[config.mk]
export PLATFORM = sky130hd
export DESIGN_NAME = debouncer_multi
export DESIGN_NICKNAME = d
export VERILOG_FILES = /design/src/rtl/debouncer_multi.sv
export SDC_FILE = /design/constraint.sdc
export NUM_CORES = 1
export LEC_CHECK = 0
export ABC_AREA = 1
export CAP_MARGIN = 20
export CORE_MARGIN = 10
export CORE_UTILIZATION = 45
export CTS_BUF_LIST = sky130_fd_sc_hd__clkbuf_4 sky130_fd_sc_hd__clkbuf_8
export CTS_CLUSTER_SIZE = 12
export DETAILED_ROUTE_END_ITERATION = 8
export GPL_TIMING_DRIVEN = 0
export PLACE_DENSITY = 0.62
export SLEW_MARGIN = 20
export SYNTH_ARGS = -nofsm -noshare
export SYNTH_HDL_FRONTEND = slang
export SYNTH_SLANG_ARGS = --single-unit
[constraint.sdc]
create_clock -name clk_i -period 2.6 [get_ports clk_i]
set_clock_uncertainty 0.05 [all_clocks]
set_input_delay 0.52 -clock clk_i [delete_from_list [all_inputs] [get_ports clk_i]]
set_output_delay 0.52 -clock clk_i [all_outputs]
set_load 0.01 [all_outputs]
[src/rtl/debouncer_multi.sv]
// Multi-channel switch debouncer: per-channel synchroniser, programmable stability
// counter, registered debounced level with one-cycle rise/fall pulses.
module debouncer_multi #(
  parameter int   CHANNELS    = 4,
  parameter int   CNT_WIDTH   = 16,
  parameter int   SYNC_STAGES = 2,
  parameter logic RESET_LEVEL = 1'b0
) (
  input  logic                 clk_i,
  input  logic                 rst_i,
  input  logic                 enable_i,
  input  logic [CNT_WIDTH-1:0] debounce_cycles_i,
  input  logic [CHANNELS-1:0]  sw_i,
  output logic [CHANNELS-1:0]  sw_o,
  output logic [CHANNELS-1:0]  rise_o,
  output logic [CHANNELS-1:0]  fall_o
);

  logic [SYNC_STAGES-1:0][CHANNELS-1:0] sync_q;
  logic [CHANNELS-1:0]                  s;
  logic [CNT_WIDTH:0]                   neff;

  always_ff @(posedge clk_i or posedge rst_i) begin
    if (rst_i) begin
      sync_q <= {(SYNC_STAGES*CHANNELS){RESET_LEVEL}};
    end else begin
      sync_q <= {sync_q[SYNC_STAGES-2:0], sw_i};
    end
  end

  assign s = sync_q[SYNC_STAGES-1];

  // A programmed threshold of zero behaves as one; the extra bit keeps cnt+1 from wrapping.
  assign neff = (debounce_cycles_i == '0) ? (CNT_WIDTH+1)'(1) : {1'b0, debounce_cycles_i};

  for (genvar c = 0; c < CHANNELS; c++) begin : g_ch
    logic [CNT_WIDTH-1:0] cnt;
    logic [CNT_WIDTH:0]   cnt_inc;
    logic                 lvl;
    logic                 rise;
    logic                 fall;

    assign cnt_inc = {1'b0, cnt} + (CNT_WIDTH+1)'(1);

    always_ff @(posedge clk_i or posedge rst_i) begin
      if (rst_i) begin
        cnt  <= '0;
        lvl  <= RESET_LEVEL;
        rise <= 1'b0;
        fall <= 1'b0;
      end else begin
        rise <= 1'b0;
        fall <= 1'b0;
        if (!enable_i || (s[c] == lvl)) begin
          cnt <= '0;
        end else if (cnt_inc >= neff) begin
          // >= lets a lowered threshold take effect immediately instead of wrapping
          lvl  <= s[c];
          cnt  <= '0;
          rise <= s[c];
          fall <= ~s[c];
        end else begin
          cnt <= cnt_inc[CNT_WIDTH-1:0];
        end
      end
    end

    assign sw_o[c]   = lvl;
    assign rise_o[c] = rise;
    assign fall_o[c] = fall;
  end

endmodule

==> results of run 1 <==
-- sequential cells by signal, indices dropped and copies added (netlist names) --
name       flops
g_ch.lvl       4
g_ch.cnt      64
s              4
sync_q         4
g_ch.fall      4
g_ch.rise      4
-- kinds of logic (layout without fill, tap and decap cells) --
logic type,after synthesis,in the layout,synth area share (%)
buf+inv,161,280,11.4
flops,84,84,35.5
simple gates,365,365,27.9
compound gates,49,49,4.97
xor+xnor,40,40,5.92
fa+ha+maj,68,68,14.4
-- stage by stage --
stage / cells / instance area, um2
2_1_floorplan: 767 / 5930
3_3_place_gp: 973 / 6490
3_5_place_dp: 976 / 6560
4_1_cts: 1040 / 7510
5_1_grt: 1058 / 8400
6_report: 1058 / 8400
-- worst max-delay path, delay by kind of cell, from the launching register on --
family                     cells  cell delay, ns
adders and majority gates      2            0.41
and+or+nand+nor               11            1.39
buffers and inverters          2            0.30
DFF                            1            0.42
xor gates and xnor gates       1            0.23
-- final timing paths --
kind	slack [ns]	from	cells past startpoint	to
worst max-delay path	-0.25	g_ch[2].cnt[1]	16	g_ch[2].cnt[10]
worst min-delay path	0.30	sync_q[3]	0	s[3]
worst max register to register	-0.25	g_ch[2].cnt[1]	16	g_ch[2].cnt[10]
worst min register to register	0.30	sync_q[3]	0	s[3]
max in group asynchronous	1.35	rst_i	4	g_ch[0].cnt[4]
min in group asynchronous	0.45	rst_i	2	g_ch[1].cnt[2]
-- cell usage after synthesis (5+ instances only) --
library cell  instances
a31o_2                5
xnor2_1              10
nand4_1              14
nand3_1              31
nor3b_1               5
ha_1                 68
dfrtp_1              84
nor2_1              124
nor3_1                7
nor2_2               15
inv_1               144
nand2_1             140
xor2_1               30
a21oi_1              22
nand2_2               7
buf_4                12
o21ai_0              11
-- routing by layer --
layer | vias to the layer above | track usage, %
li1 | 2600 | -
met1 | 2575 | 20.9
met2 | 139 | 29.1
met3 | 41 | 3.49
met4 | 0 | 9.01
met5 | - | 0
-- cells in the final DEF, fill, tap and decap left out, types with 5 or more instances in the layout --
| master | instances |
|---|---|
| inv_2 | 10 |
| buf_6 | 6 |
| dfrtp_2 | 6 |
| xor2_1 | 13 |
| a31o_2 | 5 |
| nand4_1 | 14 |
| dfrtp_1 | 78 |
| xnor2_1 | 7 |
| ha_1 | 53 |
| nor2_4 | 46 |
| nand3_2 | 14 |
| nor2_1 | 57 |
| nor2_2 | 37 |
| xor2_2 | 16 |
| nand2_4 | 10 |
| buf_4 | 68 |
| nand2_2 | 23 |
| clkbuf_8 | 10 |
| inv_1 | 134 |
| o21ai_1 | 5 |
| clkdlybuf4s50_1 | 34 |
| nand2_1 | 114 |
| a21oi_1 | 18 |
| nand3_4 | 5 |
| ha_4 | 14 |
| nand3_1 | 15 |
-- what timing repair did --
item                                    in CTS  in global routing
gates cloned                                 4                  0
resized for setup                          105                171
endpoints found under the hold margin        0                  0
endpoints found under the setup margin      76                 76
pin swaps                                   45                 60
buffers inserted                            46                 18
-- power by group through the flow --
| stage | sequential (W) | clock (W) | combinational (W) |
|---|---|---|---|
| after floorplan | 0.00135 | 0 | 0.000140 |
| after global placement | 0.00135 | 0 | 0.000229 |
| after detailed placement | 0.00135 | 0 | 0.000249 |
| after CTS | 0.00133 | 0.000876 | 0.000300 |
| after global routing | 0.00133 | 0.000919 | 0.000373 |
| final | 0.00133 | 0.000864 | 0.000340 |
-- final cells by class --
class / count / area [um2] / share of cell area, %
inverters: 146 / 559 / 6.65
clock buffers: 11 / 145 / 1.73
flip-flops and latches: 84 / 2110 / 25.1
repair buffers: 104 / 1000 / 11.9
clock inverters: 3 / 15.0 / 0.179
repair inverters: 1 / 7.51 / 0.0893
plain buffers: 15 / 136 / 1.62
multi-input cells: 522 / 4210 / 50.1
well taps: 172 / 215 / 2.56
==> out/results.ini, run 1 <==
[timing]
tns_ns=-7.95
fin_crit_sh_pct=109
tightest_slew_ns=0.493
setup_viol=72
max_freq_mhz=351
rsz0062_at_grt=true
maxSlewViolCount=0
hold_viol_final=0
period_minus_slack_ns=2.85
slew_headroom_pct=67.1
hold_slack_ns=0.303
setup_ws_ns=-0.246

[routing]
drc=0
wl_per_cell_um=16.0
wl_met2_mm=8.55
ant_nets=0
vias=5355
wl_mm=16.9
highest_layer=met4
first_iter_violations=393
viasPerCell=5.06
met1_length_mm=7.01
dr.pass1.iters=5
wl_met3_um=811

[finish]
area_growth_pct=42.0
diodes=0
drive_gt1_share_pct=36.1
final_nets=974
nFillCells=979
final_core_util_pct=65.8

[logic_synthesis]
postSynth.asyncResetShare_pct=100
yosysUniqueCellTypes=33
postSynthCellCount=767
synth_area_leader_cell=dfrtp_1
synth_edf_count=0
netlist.area_leader.share_pct=35.5
synthFlopType=dfrtp_1
synth-seq-area-share_pct=35.5
synth_area_leaders=dfrtp_1 (36%), ha_1 (14%), inv_1 (9.1%), nand2_1 (8.9%), nor2_1 (7.9%)
yosys_warnings=0
avgSynthCellArea_um2=7.72
netlist_area_um2=5920
synth_fp_nets=858
ys_seq_elements=84

[setup_path]
crit_chain=ha_4, nand2_4, nor3b_4, nand3_2, nor3_4, xor2_2, inv_2, ha_4, nand2_4, nor2_2, nand4_1, nand3_2, nor2_4, nand4_4, clkbuf_16, nor2_4
path_max_fanout=5
worstPathArrival_ns=3.13
start_kind=flop
critPathMaxStageDelay_ns=0.42
worstSetupPathType=flop to flop
critPathCaptureType=flop
crit_required_ns=2.88
slowest_stage=dfrtp_1

[clocking]
cts_sinks=84
hold_buffers=0
clk_pin_slew_ns=0.09
htreeDepth=3
clkLatencyLatePin_ns=0.39
cts_buffer_depth=2
cts_buffers=9
cts_tree=built
cts_root_buf=clkbuf_8

[hold_path]
hold_class=flop to flop

[global_routing]
grt_pass1_vias=5334
grt_max_degree=26
grtUsageTotal_pct=17.5
antenna_found_initial=0
grt_overflow=0
grt_pass1_wl_mm=25.3

[power_and_ir_drop]
seqPwrFrac_pct=52.5
cellPowerDensity_nw_per_um2=301
combPwrFrac_pct=13.4
clkPwrFrac_pct=34.1
power_w=0.00253
p_int_w=0.00183
ir_drop_mv=0.239
leakage_nw=4.30
power.switching_w=0.000705
p_sw_share_pct=27.8

[place]
globalplace.congestion=0.880
portBuffers=34
pre_cts_ws_ns=-0.493
dp_hpwl_mm=10.7

[floorplanning]
dieArea_um2=18100
fp.dieW_um=135
start_util_pct=46.3
io_pins=35
die_h_um=135
core_area_um2=12800
rows=41

[status]
violations=setup timing
status=finished, violations left

[run]
cap_viol_max_count=0

(Power assumes the default switching activity.)
==> run 2: changes to the inputs <==
==> constraint.sdc (replaced) <==
create_clock -name clk_i -period 2.6 [get_ports clk_i]
set_clock_uncertainty 0.05 [all_clocks]
set_input_delay 0.52 -clock clk_i [delete_from_list [all_inputs] [get_ports clk_i]]
set_output_delay 0.52 -clock clk_i [all_outputs]
set_load 0.005 [all_outputs]
==> results of run 2 <==
The final DEF is identical to that of run 1. Status: finished, violations left: setup timing.
